### config.mk
export PLATFORM = sky130hd
export DESIGN_NAME = riscv_decode_stage_flat
export DESIGN_NICKNAME = d
export VERILOG_FILES = /design/src/rtl/riscv_pkg.sv /design/src/rtl/riscv_decode_stage_if.sv /design/src/rtl/riscv_imm_gen.sv /design/src/rtl/riscv_decode_stage.sv /design/src/flat_wrapper.sv
export SDC_FILE = /design/constraint.sdc
export NUM_CORES = 1
export LEC_CHECK = 0
export ABC_CLOCK_PERIOD_IN_PS = 1730
export CORE_MARGIN = 4
export CORE_UTILIZATION = 29
export CTS_BUF_LIST = sky130_fd_sc_hd__clkbuf_4
export CTS_CLUSTER_SIZE = 28
export DETAILED_ROUTE_END_ITERATION = 16
export GPL_TIMING_DRIVEN = 0
export PLACE_DENSITY_LB_ADDON = 0.05
export REMOVE_ABC_BUFFERS = 1
export SLEW_MARGIN = 10
export SYNTH_ARGS = -nofsm -noshare
export SYNTH_HDL_FRONTEND = slang
export SYNTH_SLANG_ARGS = --single-unit
### constraint.sdc
create_clock -name clk -period 1.73 [get_ports clk]
set_input_delay 0.346 -clock clk [delete_from_list [all_inputs] [get_ports clk]]
set_output_delay 0.346 -clock clk [all_outputs]
set_load 0.01 [all_outputs]
### src/rtl/riscv_pkg.sv
// Shared opcode, ALU-operation and id_ctrl bit definitions for the RV32I decode stage.
package riscv_pkg;

    localparam logic [6:0] OPC_OP     = 7'b0110011;
    localparam logic [6:0] OPC_OP_IMM = 7'b0010011;
    localparam logic [6:0] OPC_LUI    = 7'b0110111;
    localparam logic [6:0] OPC_AUIPC  = 7'b0010111;
    localparam logic [6:0] OPC_JAL    = 7'b1101111;
    localparam logic [6:0] OPC_JALR   = 7'b1100111;
    localparam logic [6:0] OPC_BRANCH = 7'b1100011;
    localparam logic [6:0] OPC_LOAD   = 7'b0000011;
    localparam logic [6:0] OPC_STORE  = 7'b0100011;
    localparam logic [6:0] OPC_FENCE  = 7'b0001111;
    localparam logic [6:0] OPC_SYSTEM = 7'b1110011;

    localparam logic [2:0] ALUOP_ADD  = 3'd0;
    localparam logic [2:0] ALUOP_SLL  = 3'd1;
    localparam logic [2:0] ALUOP_SLT  = 3'd2;
    localparam logic [2:0] ALUOP_SLTU = 3'd3;
    localparam logic [2:0] ALUOP_XOR  = 3'd4;
    localparam logic [2:0] ALUOP_SR   = 3'd5;
    localparam logic [2:0] ALUOP_OR   = 3'd6;
    localparam logic [2:0] ALUOP_AND  = 3'd7;

    localparam int CTRL_W        = 6;
    localparam int CTRL_WEN      = 5;
    localparam int CTRL_MEM_RD   = 4;
    localparam int CTRL_MEM_WR   = 3;
    localparam int CTRL_BRANCH   = 2;
    localparam int CTRL_JUMP     = 1;
    localparam int CTRL_JUMP_REG = 0;

endpackage

### src/rtl/riscv_decode_stage_if.sv
// Fetch/regfile/ID-EX signal bundle for riscv_decode_stage.
// ILLEGAL_TRAP_EN adds the id_illegal field.
interface riscv_decode_stage_if #(parameter int XLEN = 32);
    logic            if_valid;
    logic            if_ready;
    logic [31:0]     if_instr;
    logic [XLEN-1:0] if_pc;
    logic            flush;
    logic            ex_ready;
    logic [4:0]      rf_rs1_addr;
    logic [4:0]      rf_rs2_addr;
    logic [XLEN-1:0] rf_rs1_data;
    logic [XLEN-1:0] rf_rs2_data;
    logic            id_valid;
    logic [XLEN-1:0] id_pc;
    logic [XLEN-1:0] id_rs1_data;
    logic [XLEN-1:0] id_rs2_data;
    logic [XLEN-1:0] id_imm;
    logic [2:0]      id_aluop;
    logic            id_asrc;
    logic            id_bsrc;
    logic            id_sra;
    logic            id_shdir;
    logic            id_sub;
    logic            id_jalr;
    logic [4:0]      id_rd;
    logic [5:0]      id_ctrl;
    logic [2:0]      id_funct3;
`ifdef ILLEGAL_TRAP_EN
    logic            id_illegal;
`endif

    modport slave (
`ifdef ILLEGAL_TRAP_EN
        output id_illegal,
`endif
        input  if_valid, if_instr, if_pc, flush, ex_ready, rf_rs1_data, rf_rs2_data,
        output if_ready, rf_rs1_addr, rf_rs2_addr, id_valid, id_pc, id_rs1_data,
               id_rs2_data, id_imm, id_aluop, id_asrc, id_bsrc, id_sra, id_shdir,
               id_sub, id_jalr, id_rd, id_ctrl, id_funct3
    );

    modport master (
`ifdef ILLEGAL_TRAP_EN
        input  id_illegal,
`endif
        output if_valid, if_instr, if_pc, flush, ex_ready, rf_rs1_data, rf_rs2_data,
        input  if_ready, rf_rs1_addr, rf_rs2_addr, id_valid, id_pc, id_rs1_data,
               id_rs2_data, id_imm, id_aluop, id_asrc, id_bsrc, id_sra, id_shdir,
               id_sub, id_jalr, id_rd, id_ctrl, id_funct3
    );
endinterface

### src/rtl/riscv_imm_gen.sv
// Combinational RV32I immediate generator; formats without an immediate yield 0.
module riscv_imm_gen
    import riscv_pkg::*;
(
    input  logic [31:0] instr,
    output logic [31:0] imm
);

    always_comb begin
        imm = '0;
        case (instr[6:0])
            OPC_OP_IMM, OPC_JALR, OPC_LOAD:
                imm = {{20{instr[31]}}, instr[31:20]};
            OPC_STORE:
                imm = {{20{instr[31]}}, instr[31:25], instr[11:7]};
            OPC_BRANCH:
                imm = {{19{instr[31]}}, instr[31], instr[7], instr[30:25], instr[11:8], 1'b0};
            OPC_LUI, OPC_AUIPC:
                imm = {instr[31:12], 12'h000};
            OPC_JAL:
                imm = {{11{instr[31]}}, instr[31], instr[19:12], instr[20], instr[30:21], 1'b0};
            default:
                imm = '0;
        endcase
    end

endmodule

### src/rtl/riscv_decode_stage.sv
// RV32I decode stage: control decode, register-file read and the ID/EX register.
// ILLEGAL_TRAP_EN adds id_illegal for unknown opcodes / non-32-bit encodings.
module riscv_decode_stage
    import riscv_pkg::*;
#(
    parameter int              XLEN     = 32,
    parameter logic [XLEN-1:0] RESET_PC = '0
) (
    input  logic                 clk,
    input  logic                 rst_n,
    riscv_decode_stage_if.slave  bus
);

    logic [6:0]        opc;
    logic [2:0]        f3;
    logic              f7b5;
    logic [4:0]        rd;
    logic [31:0]       imm;
    logic [2:0]        aluop;
    logic              asrc, bsrc, sra, shdir, sub, jalr, wen_req;
    logic [CTRL_W-1:0] ctrl;
    logic              load;

    assign opc  = bus.if_instr[6:0];
    assign f3   = bus.if_instr[14:12];
    assign f7b5 = bus.if_instr[30];
    assign rd   = bus.if_instr[11:7];

    // LUI reads x0 so a shared A-operand path sees zero.
    assign bus.rf_rs1_addr = (opc == OPC_LUI) ? 5'd0 : bus.if_instr[19:15];
    assign bus.rf_rs2_addr = bus.if_instr[24:20];

    riscv_imm_gen u_imm_gen (
        .instr (bus.if_instr),
        .imm   (imm)
    );

    always_comb begin
        aluop   = ALUOP_ADD;
        asrc    = 1'b0;
        bsrc    = 1'b0;
        sra     = 1'b0;
        shdir   = 1'b0;
        sub     = 1'b0;
        jalr    = 1'b0;
        wen_req = 1'b0;
        ctrl    = '0;
        case (opc)
            OPC_OP: begin
                aluop   = f3;
                sub     = f7b5 && (f3 == 3'd0);
                sra     = f7b5 && (f3 == ALUOP_SR);
                shdir   = (f3 == ALUOP_SLL);
                wen_req = 1'b1;
            end
            OPC_OP_IMM: begin
                aluop   = f3;
                bsrc    = 1'b1;
                sra     = f7b5 && (f3 == ALUOP_SR);
                shdir   = (f3 == ALUOP_SLL);
                wen_req = 1'b1;
            end
            OPC_LUI: begin
                bsrc    = 1'b1;
                wen_req = 1'b1;
            end
            OPC_AUIPC: begin
                asrc    = 1'b1;
                bsrc    = 1'b1;
                wen_req = 1'b1;
            end
            OPC_JAL: begin
                asrc            = 1'b1;
                jalr            = 1'b1;
                ctrl[CTRL_JUMP] = 1'b1;
                wen_req         = 1'b1;
            end
            OPC_JALR: begin
                asrc                = 1'b1;
                jalr                = 1'b1;
                ctrl[CTRL_JUMP_REG] = 1'b1;
                wen_req             = 1'b1;
            end
            OPC_BRANCH: begin
                sub               = 1'b1;
                ctrl[CTRL_BRANCH] = 1'b1;
            end
            OPC_LOAD: begin
                bsrc              = 1'b1;
                ctrl[CTRL_MEM_RD] = 1'b1;
                wen_req           = 1'b1;
            end
            OPC_STORE: begin
                bsrc              = 1'b1;
                ctrl[CTRL_MEM_WR] = 1'b1;
            end
            default: ;
        endcase
        ctrl[CTRL_WEN] = wen_req && (rd != 5'd0);
    end

`ifdef ILLEGAL_TRAP_EN
    logic illegal;

    // Full 7-bit compare also rejects encodings whose low bits are not 2'b11.
    always_comb begin
        illegal = 1'b1;
        case (opc)
            OPC_OP, OPC_OP_IMM, OPC_LUI, OPC_AUIPC, OPC_JAL, OPC_JALR,
            OPC_BRANCH, OPC_LOAD, OPC_STORE, OPC_FENCE, OPC_SYSTEM:
                illegal = 1'b0;
            default:
                illegal = 1'b1;
        endcase
    end
`endif

    assign bus.if_ready = !bus.id_valid || bus.ex_ready;
    assign load         = bus.if_valid && bus.if_ready;

    always_ff @(posedge clk or negedge rst_n) begin
        if (!rst_n) begin
            bus.id_valid    <= 1'b0;
            bus.id_pc       <= RESET_PC;
            bus.id_rs1_data <= '0;
            bus.id_rs2_data <= '0;
            bus.id_imm      <= '0;
            bus.id_aluop    <= '0;
            bus.id_asrc     <= 1'b0;
            bus.id_bsrc     <= 1'b0;
            bus.id_sra      <= 1'b0;
            bus.id_shdir    <= 1'b0;
            bus.id_sub      <= 1'b0;
            bus.id_jalr     <= 1'b0;
            bus.id_rd       <= '0;
            bus.id_ctrl     <= '0;
            bus.id_funct3   <= '0;
`ifdef ILLEGAL_TRAP_EN
            bus.id_illegal  <= 1'b0;
`endif
        end else if (bus.flush) begin
            bus.id_valid <= 1'b0;
        end else if (load) begin
            bus.id_valid    <= 1'b1;
            bus.id_pc       <= bus.if_pc;
            bus.id_rs1_data <= bus.rf_rs1_data;
            bus.id_rs2_data <= bus.rf_rs2_data;
            bus.id_imm      <= imm;
            bus.id_aluop    <= aluop;
            bus.id_asrc     <= asrc;
            bus.id_bsrc     <= bsrc;
            bus.id_sra      <= sra;
            bus.id_shdir    <= shdir;
            bus.id_sub      <= sub;
            bus.id_jalr     <= jalr;
            bus.id_rd       <= rd;
            bus.id_ctrl     <= ctrl;
            bus.id_funct3   <= f3;
`ifdef ILLEGAL_TRAP_EN
            bus.id_illegal  <= illegal;
`endif
        end else if (bus.ex_ready) begin
            bus.id_valid <= 1'b0;
        end
    end

endmodule

### src/flat_wrapper.sv
// flat-port wrapper written by rule: the top's interface ports become plain ports
module riscv_decode_stage_flat import riscv_pkg::*;
#(
    parameter int              XLEN     = 32,
    parameter logic [XLEN-1:0] RESET_PC = '0
)
  (clk, rst_n, bus_if_valid, bus_if_instr, bus_if_pc, bus_flush, bus_ex_ready, bus_rf_rs1_data, bus_rf_rs2_data, bus_if_ready, bus_rf_rs1_addr, bus_rf_rs2_addr, bus_id_valid, bus_id_pc, bus_id_rs1_data, bus_id_rs2_data, bus_id_imm, bus_id_aluop, bus_id_asrc, bus_id_bsrc, bus_id_sra, bus_id_shdir, bus_id_sub, bus_id_jalr, bus_id_rd, bus_id_ctrl, bus_id_funct3);
  riscv_decode_stage_if #(.XLEN(XLEN)) bus_i ();
  input  logic clk;
  input  logic rst_n;
  input wire logic [$bits(bus_i.if_valid)-1:0] bus_if_valid;
  input wire logic [$bits(bus_i.if_instr)-1:0] bus_if_instr;
  input wire logic [$bits(bus_i.if_pc)-1:0] bus_if_pc;
  input wire logic [$bits(bus_i.flush)-1:0] bus_flush;
  input wire logic [$bits(bus_i.ex_ready)-1:0] bus_ex_ready;
  input wire logic [$bits(bus_i.rf_rs1_data)-1:0] bus_rf_rs1_data;
  input wire logic [$bits(bus_i.rf_rs2_data)-1:0] bus_rf_rs2_data;
  output wire logic [$bits(bus_i.if_ready)-1:0] bus_if_ready;
  output wire logic [$bits(bus_i.rf_rs1_addr)-1:0] bus_rf_rs1_addr;
  output wire logic [$bits(bus_i.rf_rs2_addr)-1:0] bus_rf_rs2_addr;
  output wire logic [$bits(bus_i.id_valid)-1:0] bus_id_valid;
  output wire logic [$bits(bus_i.id_pc)-1:0] bus_id_pc;
  output wire logic [$bits(bus_i.id_rs1_data)-1:0] bus_id_rs1_data;
  output wire logic [$bits(bus_i.id_rs2_data)-1:0] bus_id_rs2_data;
  output wire logic [$bits(bus_i.id_imm)-1:0] bus_id_imm;
  output wire logic [$bits(bus_i.id_aluop)-1:0] bus_id_aluop;
  output wire logic [$bits(bus_i.id_asrc)-1:0] bus_id_asrc;
  output wire logic [$bits(bus_i.id_bsrc)-1:0] bus_id_bsrc;
  output wire logic [$bits(bus_i.id_sra)-1:0] bus_id_sra;
  output wire logic [$bits(bus_i.id_shdir)-1:0] bus_id_shdir;
  output wire logic [$bits(bus_i.id_sub)-1:0] bus_id_sub;
  output wire logic [$bits(bus_i.id_jalr)-1:0] bus_id_jalr;
  output wire logic [$bits(bus_i.id_rd)-1:0] bus_id_rd;
  output wire logic [$bits(bus_i.id_ctrl)-1:0] bus_id_ctrl;
  output wire logic [$bits(bus_i.id_funct3)-1:0] bus_id_funct3;
  assign bus_i.if_valid = bus_if_valid;
  assign bus_i.if_instr = bus_if_instr;
  assign bus_i.if_pc = bus_if_pc;
  assign bus_i.flush = bus_flush;
  assign bus_i.ex_ready = bus_ex_ready;
  assign bus_i.rf_rs1_data = bus_rf_rs1_data;
  assign bus_i.rf_rs2_data = bus_rf_rs2_data;
  assign bus_if_ready = bus_i.if_ready;
  assign bus_rf_rs1_addr = bus_i.rf_rs1_addr;
  assign bus_rf_rs2_addr = bus_i.rf_rs2_addr;
  assign bus_id_valid = bus_i.id_valid;
  assign bus_id_pc = bus_i.id_pc;
  assign bus_id_rs1_data = bus_i.id_rs1_data;
  assign bus_id_rs2_data = bus_i.id_rs2_data;
  assign bus_id_imm = bus_i.id_imm;
  assign bus_id_aluop = bus_i.id_aluop;
  assign bus_id_asrc = bus_i.id_asrc;
  assign bus_id_bsrc = bus_i.id_bsrc;
  assign bus_id_sra = bus_i.id_sra;
  assign bus_id_shdir = bus_i.id_shdir;
  assign bus_id_sub = bus_i.id_sub;
  assign bus_id_jalr = bus_i.id_jalr;
  assign bus_id_rd = bus_i.id_rd;
  assign bus_id_ctrl = bus_i.id_ctrl;
  assign bus_id_funct3 = bus_i.id_funct3;
  riscv_decode_stage #(.XLEN(XLEN), .RESET_PC(RESET_PC)) u_core (.clk(clk), .rst_n(rst_n), .bus(bus_i));
endmodule
==> results of run 1 <==
## power groups by stage
stage	combinational (mW)	clock, mW	sequential [mW]
final	1.93	2.49	4.14
after global routing	2.13	2.76	4.19
after CTS	1.97	2.60	4.14
after detailed placement	2.20	0	4.23
after global placement	2.19	0	4.22
after floorplan	0.478	0	4.43
## critical path: cells and delay by family
family / cells / cell delay (ns)
and+or+nand+nor: 4 / 0.78
buffers and inverters: 2 / 0.21
## synth_stat cells (all sizes together), types with 3 or more instances
cell type | n | area, µm²
nor2b | 6 | 40.0
o21ai | 25 | 129
buf | 35 | 224
a21oi | 11 | 55.1
nand3 | 28 | 190
a221o | 4 | 40.0
nand2b | 3 | 26.3
and2 | 12 | 77.6
nand2 | 361 | 1360
dfrtp | 152 | 3800
clkbuf | 10 | 68.8
nor2 | 13 | 48.8
and3 | 4 | 32.5
nor3 | 5 | 25.0
## metal layers
layer  routed length (µm)  global-route usage  up-vias
met1                 9860               0.237     2637
met3                 1800              0.0592       21
met2                 9960               0.278      211
met5                    8                   0        -
li1                     -                   -     2804
met4                  323              0.0450        2
## registers in the layout, summed over array words and instances, names as in the netlist, 3 cells and up
register                cells
u_core.bus.id_aluop         3
u_core.bus.id_ctrl          6
u_core.bus.id_rd            5
u_core.bus.id_rs1_data     32
u_core.bus.id_imm          32
u_core.bus.id_funct3        3
u_core.bus.id_pc           32
u_core.bus.id_rs2_data     32
## cell families after synthesis
logic type | Yosys count | share of synthesized area
AND/OR/NAND/NOR | 441 | 0.297
buffers and inverters | 46 | 0.0465
flip-flops | 152 | 0.596
multiplexers | 1 | 0.00157
AO/OA/AOI/OAI | 56 | 0.0581
## through the flow
| step | util | std cells |
|---|---|---|
| 2_1_floorplan | - | 651 |
| 3_3_place_gp | 0.439 | 1221 |
| 3_5_place_dp | 0.446 | 1226 |
| 4_1_cts | 0.461 | 1270 |
| 5_1_grt | 0.463 | 1274 |
| 6_report | 0.463 | 1274 |
## final cells by class
class / instances / area, µm² / share of cell area
timing repair buffer: 313 / 3040 / 0.308
multi-input combinational: 500 / 2360 / 0.239
inverter: 1 / 3.75 / 0.000380
tap: 275 / 344 / 0.0348
sequential: 152 / 3800 / 0.385
clock inverter: 14 / 186 / 0.0189
antenna: 1 / 2.50 / 0.000253
clock buffer: 18 / 135 / 0.0137
## worst max-delay path by stage
| stage | from | cells after the start | to |
|---|---|---|---|
| after floorplan | u_core.bus.id_valid | 4 | u_core.bus.id_imm[19] |
| after global placement | rst_n | 1 | u_core.bus.id_rs2_data[29] |
| after detailed placement | bus_if_instr[6] | 6 | bus_rf_rs1_addr[1] |
| after CTS | u_core.bus.id_valid | 3 | bus_if_ready |
| after global routing | bus_if_instr[6] | 6 | bus_rf_rs1_addr[2] |
| final | bus_if_instr[6] | 6 | bus_rf_rs1_addr[2] |
## what timing repair did
item                       CTS  global route
resized for setup          221            10
hold endpoints to repair    66             0
buffers inserted             6             4
cloned                       4             0
setup endpoints to repair  249            11
hold buffers                 2             0
pin swaps                    6             2
==> flow_metrics.py, run 1 <==
metrics = {
    "route": {
        "drt_iter0_markers": 334,
        "drt_pre_antenna_iters": 4,
        "wl_mm": 21.9,
        "drc": 0,
        "wl_per_cell_um": 17.2,
        "via_per_inst": 4.45,
        "vias": 5675,
        "ant_nets": 0,
    },
    "clock_tree": {
        "cts_max_level": 4,
        "clock-sinks": 152,
        "cts_buffers": 17,
        "root_buffer": "clkbuf_4",
        "clk_path_buf_depth": 2,
        "cts_tree": "yes",
        "path_clk_slew_ns": 0.13,
        "insertion_delay_ns": 0.55,
    },
    "power_and_ir_drop": {
        "swShare": 0.304,
        "p_switching_mw": 2.60,
        "leakagePower_nw": 5.23,
        "seqPwrFrac": 0.484,
        "powerDensity_nw_per_um2": 866,
        "p_total_mw": 8.55,
        "p_int_mw": 5.95,
        "ir_drop_mv": 0.319,
        "comb_power_share": 0.226,
        "clockPowerShare": 0.291,
    },
    "hold_path": {
        "min_to": "u_core.bus.id_imm[11]",
        "hold_start": "bus_if_instr[6]",
        "min_path_type": "input port to flip-flop",
        "hold_depth": 4,
    },
    "setup_path": {
        "reg2reg_to": "u_core.bus.id_imm[14]",
        "worstPathArrival_ns": 1.35,
        "rr_worst_depth": 6,
        "slowest_delay_ns": 0.33,
        "cp-start-kind": "input port",
        "r2r_start": "u_core.bus.id_valid",
        "reg2reg_setup_slack_ns": 0.12,
        "cpMaxStageDelayCell": "and4bb_4",
        "worstSetupPathType": "input port to output pin",
        "worst-path-max-fanout": 5,
        "cp.required_ns": 1.38,
        "crit_path_cell_trace": "buf_12 > and4bb_4 > and3_4 > nand2_4 > and2_4 > buf_6",
        "worstSetupEndpointType": "output pin",
    },
    "synth": {
        "synth_area_per_cell_um2": 9.16,
        "yosys_register_bits": 152,
        "syn_area_um2": 6380,
        "ys_warn_count": 0,
        "ys_seq_area_frac": 0.596,
        "synth_edf_count": 0,
        "ys_types": 50,
        "synth_top_flop_cell": "dfrtp_1",
        "synthArstFlopShare": 1.00,
        "syn_inst": 696,
    },
    "timing": {
        "setup_violations": 0,
        "layout_setup_ws_ns": 0.0387,
        "drv_slew": 0,
        "post-route-min-period_ns": 1.69,
        "hold_viol": 0,
        "max_freq_ghz": 0.591,
        "finalCritPeriodShare": 0.978,
        "worst_pin_slew_ns": 0.542,
        "maxSlewHeadroom": 0.638,
        "setup_tns_ns": 0,
        "hold_slack_ns": 0.182,
        "skew_ns": 0.0255,
    },
    "layout": {
        "drive_gt1_frac": 0.0952,
        "final_cell_mix": "nand2_1, dlygate4sd2_1, dfrtp_1",
        "design_area_um2": 9880,
        "final_common_cell": "nand2_1",
        "final_net_count": 1118,
        "syn2layout_area_growth_pct": 54.9,
        "n_fill_cell": 2157,
    },
    "die": {
        "dieWidth_um": 156,
        "dieArea_um2": 24400,
        "coreArea_um2": 21400,
        "start_util": 0.299,
        "fp.dieH_um": 156,
        "io_pins": 296,
        "rows": 53,
    },
    "run": {
        "drv_cap": 0,
    },
    "place": {
        "numPortBuffers": 295,
        "preCtsSetupSlack_ns": -1.43,
        "hpwl_mm": 14.9,
        "gp_congestion": 0.741,
        "placed_area_um2": 9530,
    },
    "grt": {
        "grt_usage": 0.177,
        "grt_pass1_wl_mm": 33.5,
        "gr-total-overflow": 0,
        "grt_pass1_vias": 5687,
        "antenna_found_initial": 2,
        "grt_max_degree": 88,
    },
    "outcome": {
        "status": "complete, no violations",
    },
}
Power figures use the tool's default switching activity.
==> run 2: changes to the inputs <==
--- a/config.mk
+++ b/config.mk
@@ -12,7 +12,6 @@
 export CTS_CLUSTER_SIZE = 28
 export DETAILED_ROUTE_END_ITERATION = 16
 export GPL_TIMING_DRIVEN = 0
-export PLACE_DENSITY_LB_ADDON = 0.05
 export REMOVE_ABC_BUFFERS = 1
 export SLEW_MARGIN = 10
 export SYNTH_ARGS = -nofsm -noshare
==> run 2 against run 1 <==
Critical path depth unchanged. Cell count unchanged. Core utilization down 0.38 points. Maximum frequency down 0.23%.
==> flow_metrics.py, run 2 (same netlist as run 1, synthesis figures left out) <==
metrics = {
    "layout": {
        "final_common_cell": "nand2_1",
        "final_net_count": 1119,
        "insertedDiodeCount": 0,
        "design_area_um2": 9800,
        "drive_gt1_frac": 0.0971,
        "n_fill_cell": 2158,
        "syn2layout_area_growth_pct": 53.6,
        "final_cell_mix": "nand2_1, dlygate4sd2_1, dfrtp_1",
    },
    "place": {
        "gp_congestion": 0.774,
        "hpwl_mm": 14.1,
        "numPortBuffers": 295,
        "placed_area_um2": 9510,
    },
    "power_and_ir_drop": {
        "ir_drop_mv": 0.334,
        "p_switching_mw": 2.61,
        "p_int_mw": 5.51,
        "leakagePower_nw": 5.21,
        "powerDensity_nw_per_um2": 829,
        "seqPwrFrac": 0.510,
        "comb_power_share": 0.235,
        "clockPowerShare": 0.255,
        "swShare": 0.322,
    },
    "setup_path": {
        "rr_worst_depth": 6,
        "cp.required_ns": 1.38,
        "cp-startpoint": "bus_if_instr[6]",
        "worstSetupPathType": "input port to output pin",
        "cpMaxStageDelayCell": "and4bb_4",
        "worstPathArrival_ns": 1.35,
        "cp-start-kind": "input port",
        "r2r_start": "u_core.bus.id_valid",
        "crit_family": "simple AND/OR/NAND/NOR gates",
        "worstSetupEndpointType": "output pin",
        "worst-path-max-fanout": 5,
        "reg2reg_to": "u_core.bus.id_imm[20]",
        "crit_path_cell_trace": "buf_12 > and4bb_4 > and3_4 > nand2_4 > and2_4 > buf_6",
        "reg2reg_setup_slack_ns": 0.16,
        "slowest_delay_ns": 0.32,
        "critPathBufInv": 2,
    },
    "route": {
        "top_layer": "met4",
        "ant_nets": 0,
        "vias": 5758,
        "via_per_inst": 4.52,
        "drt_pre_antenna_iters": 4,
        "route.met3.wl_mm": 1.63,
        "wl_met2_mm": 10.1,
        "drt_iter0_markers": 267,
        "wl_met1_mm": 9.49,
        "wl_mm": 21.7,
        "wl_per_cell_um": 17.0,
        "drc": 0,
    },
    "timing": {
        "skew_ns": 0.0173,
        "hold_slack_ns": 0.0680,
        "max_freq_ghz": 0.590,
        "worst_pin_slew_ns": 0.534,
        "setup_violations": 0,
        "drv_slew": 0,
        "hold_viol": 0,
        "maxSlewHeadroom": 0.644,
        "post-route-min-period_ns": 1.70,
        "finalCritPeriodShare": 0.980,
    },
    "outcome": {
        "status": "complete, no violations",
    },
    "die": {
        "rows": 53,
        "coreArea_um2": 21400,
        "io_pins": 296,
        "dieArea_um2": 24400,
        "dieWidth_um": 156,
        "fp.dieH_um": 156,
        "start_util": 0.299,
    },
    "grt": {
        "gr-total-overflow": 0,
        "antenna_found_initial": 0,
        "grt_pass1_wl_mm": 32.7,
        "grt_pass1_vias": 5868,
        "grt_max_degree": 88,
        "grt_usage": 0.169,
    },
    "hold_path": {
        "hold_start": "bus_if_instr[6]",
        "min_to": "u_core.bus.id_ctrl[2]",
        "min_path_type": "input port to flip-flop",
        "hold_depth": 3,
    },
    "clock_tree": {
        "path_clk_slew_ns": 0.14,
        "cts_max_level": 4,
        "clock-sinks": 152,
        "insertion_delay_ns": 0.53,
        "cts_tree": "yes",
        "clk_path_buf_depth": 2,
        "cts_buffers": 17,
        "root_buffer": "clkbuf_4",
    },
    "run": {
        "drv_cap": 0,
    },
}
-- run 2: changes by cell type in the layout (fill, tap and decap cells not counted), moves of 2 or more --
cell | previous run | this run
bufinv_16 | 3 | 0
clkbuf_16 | 0 | 2
clkinv_4 | 1 | 3
and2_4 | 5 | 7
-- run 2: worst max path at each step --
stage | to | slack, ns | cells after the start
final | bus_rf_rs1_addr[1] | 0.03 | 6
after global routing | bus_rf_rs1_addr[1] | -0.0009 | 5
after CTS | u_core.bus.id_imm[25] | -0.07 | 7
after detailed placement | bus_rf_rs1_addr[2] | -1.36 | 6
after global placement | u_core.bus.id_rs2_data[3] | -6.24 | 1
after floorplan | u_core.bus.id_imm[19] | -1.94 | 4
-- run 2: power by group through the flow --
stage / logic [mW] / registers [mW] / clock network, mW
global route: 2.11 / 4.20 / 2.32
CTS: 1.91 / 4.14 / 2.19
floorplan: 0.478 / 4.43 / 0
detailed placement: 2.16 / 4.23 / 0
finish: 1.91 / 4.14 / 2.07
global placement: 2.15 / 4.22 / 0
-- run 2: per-stage QoR --
step                 util  TNS (ns)  worst slack, ns  power, mW  std cells
detailed placement  0.445    -94.75            -1.36       6.39       1225
global route        0.459  -0.00117        -0.000854       8.62       1274
finish              0.459         0           0.0347       8.12       1274
global placement    0.439  -1503.00            -6.24       6.36       1221
floorplan               -   -220.82            -1.94       4.91        651
CTS                 0.453     -1.97          -0.0716       8.24       1268
-- run 2: timing repair --
action	4_1_cts	5_1_grt
hold endpoints to repair	66	0
endpoints found under the setup margin	244	105
hold buffers	2	0
gates cloned	4	3
gates resized for setup	219	13
pin swaps	7	2
buffers inserted	5	4
-- run 2: worst register-to-register path: stages, from the launching register on --
cell and delay [ns]:
dfrtp_1 0.43, nand2b_4 0.13, buf_4 0.13, buf_4 0.14, and2_2 0.44, nand3_1 0.16, nand3_2 0.09
-- run 2: area by class of cell --
| cell class | count | area, µm² | area share |
|---|---|---|---|
| clock buffer | 18 | 135 | 0.0138 |
| tap | 275 | 344 | 0.0351 |
| multi-input combinational | 502 | 2380 | 0.243 |
| inverter | 1 | 3.75 | 0.000383 |
| clock inverter | 14 | 118 | 0.0120 |
| sequential | 152 | 3800 | 0.388 |
| timing repair buffer | 312 | 3010 | 0.307 |
-- run 2: layer usage --
| metal | track usage | vias up |
|---|---|---|
| li1 | - | 2806 |
| met1 | 0.223 | 2720 |
| met2 | 0.269 | 208 |
| met3 | 0.0478 | 24 |
| met4 | 0.0562 | 0 |
| met5 | 0 | - |
==> run 3: changes to the inputs <==
--- a/config.mk
+++ b/config.mk
@@ -5,13 +5,14 @@
 export SDC_FILE = /design/constraint.sdc
 export NUM_CORES = 1
 export LEC_CHECK = 0
-export ABC_CLOCK_PERIOD_IN_PS = 1730
+export ABC_CLOCK_PERIOD_IN_PS = 1500
 export CORE_MARGIN = 4
-export CORE_UTILIZATION = 29
+export CORE_UTILIZATION = 39
 export CTS_BUF_LIST = sky130_fd_sc_hd__clkbuf_4
 export CTS_CLUSTER_SIZE = 28
 export DETAILED_ROUTE_END_ITERATION = 16
 export GPL_TIMING_DRIVEN = 0
+export PLACE_DENSITY = 0.8
 export REMOVE_ABC_BUFFERS = 1
 export SLEW_MARGIN = 10
 export SYNTH_ARGS = -nofsm -noshare
==> constraint.sdc (replaced) <==
create_clock -name clk -period 1.5 [get_ports clk]
set_input_delay 0.3 -clock clk [delete_from_list [all_inputs] [get_ports clk]]
set_output_delay 0.3 -clock clk [all_outputs]
set_load 0.01 [all_outputs]
==> run 3 against run 2 <==
The run now ends with setup timing left. Core utilization up 15 points. Combinational power up 22%. Clock skew down 0.0022 ns. Hold slack better by 0.057 ns. Clock power up 20%.
==> flow_metrics.py, run 3 (same netlist as run 1, synthesis figures left out) <==
metrics = {
    "outcome": {
        "status": "finished with violations",
        "violations": "setup timing",
    },
    "timing": {
        "max_freq_ghz": 0.633,
        "skew_ns": 0.0151,
        "post-route-min-period_ns": 1.58,
        "drv_slew": 0,
        "worst_pin_slew_ns": 0.534,
        "rsz0062_at_grt": "true",
        "hold_viol": 0,
        "hold_slack_ns": 0.125,
        "maxSlewHeadroom": 0.644,
        "layout_setup_ws_ns": -0.0796,
        "setup_violations": 6,
        "setup_tns_ns": -0.376,
        "finalCritPeriodShare": 1.05,
    },
    "die": {
        "dieWidth_um": 136,
        "io_pins": 296,
        "rows": 46,
        "fp.dieH_um": 136,
        "dieArea_um2": 18500,
        "coreArea_um2": 15900,
        "start_util": 0.400,
    },
    "layout": {
        "drive_gt1_frac": 0.288,
        "final_util": 0.604,
        "final_net_count": 1169,
        "syn2layout_area_growth_pct": 51.0,
        "final_common_cell": "nand2_1",
        "final_cell_mix": "nand2_1, buf_2, dfrtp_1",
        "insertedDiodeCount": 0,
    },
    "route": {
        "drt_pre_antenna_iters": 4,
        "drc": 0,
        "wl_per_cell_um": 17.7,
        "ant_nets": 0,
        "via_per_inst": 4.84,
        "drt_iter0_markers": 277,
        "vias": 6114,
        "wl_mm": 22.4,
    },
    "run": {
        "drv_cap": 0,
    },
    "setup_path": {
        "worst-path-max-fanout": 5,
        "cp.required_ns": 1.20,
        "worstPathArrival_ns": 1.28,
        "worstSetupEndpointType": "output pin",
        "worstSetupPathType": "input port to output pin",
        "cp-start-kind": "input port",
    },
    "clock_tree": {
        "cts_tree": "yes",
        "root_buffer": "clkbuf_4",
        "cts_buffers": 17,
        "clk_path_buf_depth": 2,
        "cts_max_level": 4,
        "insertion_delay_ns": 0.55,
        "path_clk_slew_ns": 0.11,
        "clock-sinks": 152,
    },
    "grt": {
        "antenna_found_initial": 0,
        "grt_pass1_vias": 6069,
        "grt_pass1_wl_mm": 33.1,
        "grt_max_degree": 101,
        "gr-total-overflow": 0,
        "grt_usage": 0.233,
    },
    "place": {
        "hpwl_mm": 13.4,
        "numPortBuffers": 295,
        "gp_congestion": 0.767,
    },
    "power_and_ir_drop": {
        "powerDensity_nw_per_um2": 995,
        "leakagePower_nw": 5.19,
        "ir_drop_mv": 0.452,
        "p_total_mw": 9.58,
    },
    "hold_path": {
        "min_path_type": "input port to flip-flop",
    },
}
[run 3: metal layers]
| layer | GRT usage | part of all wire |
|---|---|---|
| met1 | 0.280 | 0.39 |
| met3 | 0.0803 | 0.092 |
| met4 | 0.0901 | 0.030 |
| met5 | 0 | 0 |
| met2 | 0.388 | 0.49 |
[run 3: through the flow]
stage                     std cells  worst slack (ns)  instance area, µm²
after CTS                      1258           -0.0666                9520
after floorplan                 651             -2.17                6080
after global routing           1264            -0.104                9630
after global placement         1162             -6.20                9310
final                          1264           -0.0796                9630
after detailed placement       1165             -1.43                9400
[run 3: power breakdown]
part           internal, mW  switching [mW]  leakage, nW
registers              4.56           0.215         1.94
logic                  1.11            1.22         3.10
clock network         0.988            1.49        0.148
[run 3: path summary, 6_finish.rpt]
kind / cells after the start / slack [ns] / from / end
hold / removal: 3 / 0.13 / bus_if_instr[6] / u_core.bus.id_ctrl[3]
min in group asynchronous: 2 / 0.25 / rst_n / u_core.bus.id_imm[15]
setup reg to reg: 5 / 0.05 / u_core.bus.id_valid / u_core.bus.id_imm[20]
hold reg to reg: 2 / 0.48 / u_core.bus.id_rs2_data[25] / u_core.bus.id_rs2_data[25]
max in group asynchronous: 3 / 0.41 / rst_n / u_core.bus.id_rs1_data[16]
setup / recovery: 6 / -0.08 / bus_if_instr[3] / bus_rf_rs1_addr[1]
[run 3: what timing repair did]
item,CTS,global route
hold endpoints to repair,52,0
cloned,9,2
pin swaps,7,6
setup buffers,52,4
setup endpoints to repair,313,63
gates resized for setup,685,18
hold buffers,1,0
[run 3: area by class of cell]
type | count | area (µm²)
timing repair buffer | 359 | 2870
inverter | 1 | 3.75
clock inverter | 13 | 131
tap | 216 | 270
sequential | 152 | 3800
clock buffer | 18 | 135
fill | 1381 | 6310
multi-input combinational | 505 | 2420
[run 3: critical path, stage by stage]
cell and delay [ns]:
buf_8 0.09, and4bb_4 0.32, and3_4 0.21, nand2_4 0.06
and2_4 0.16, buf_2 0.13
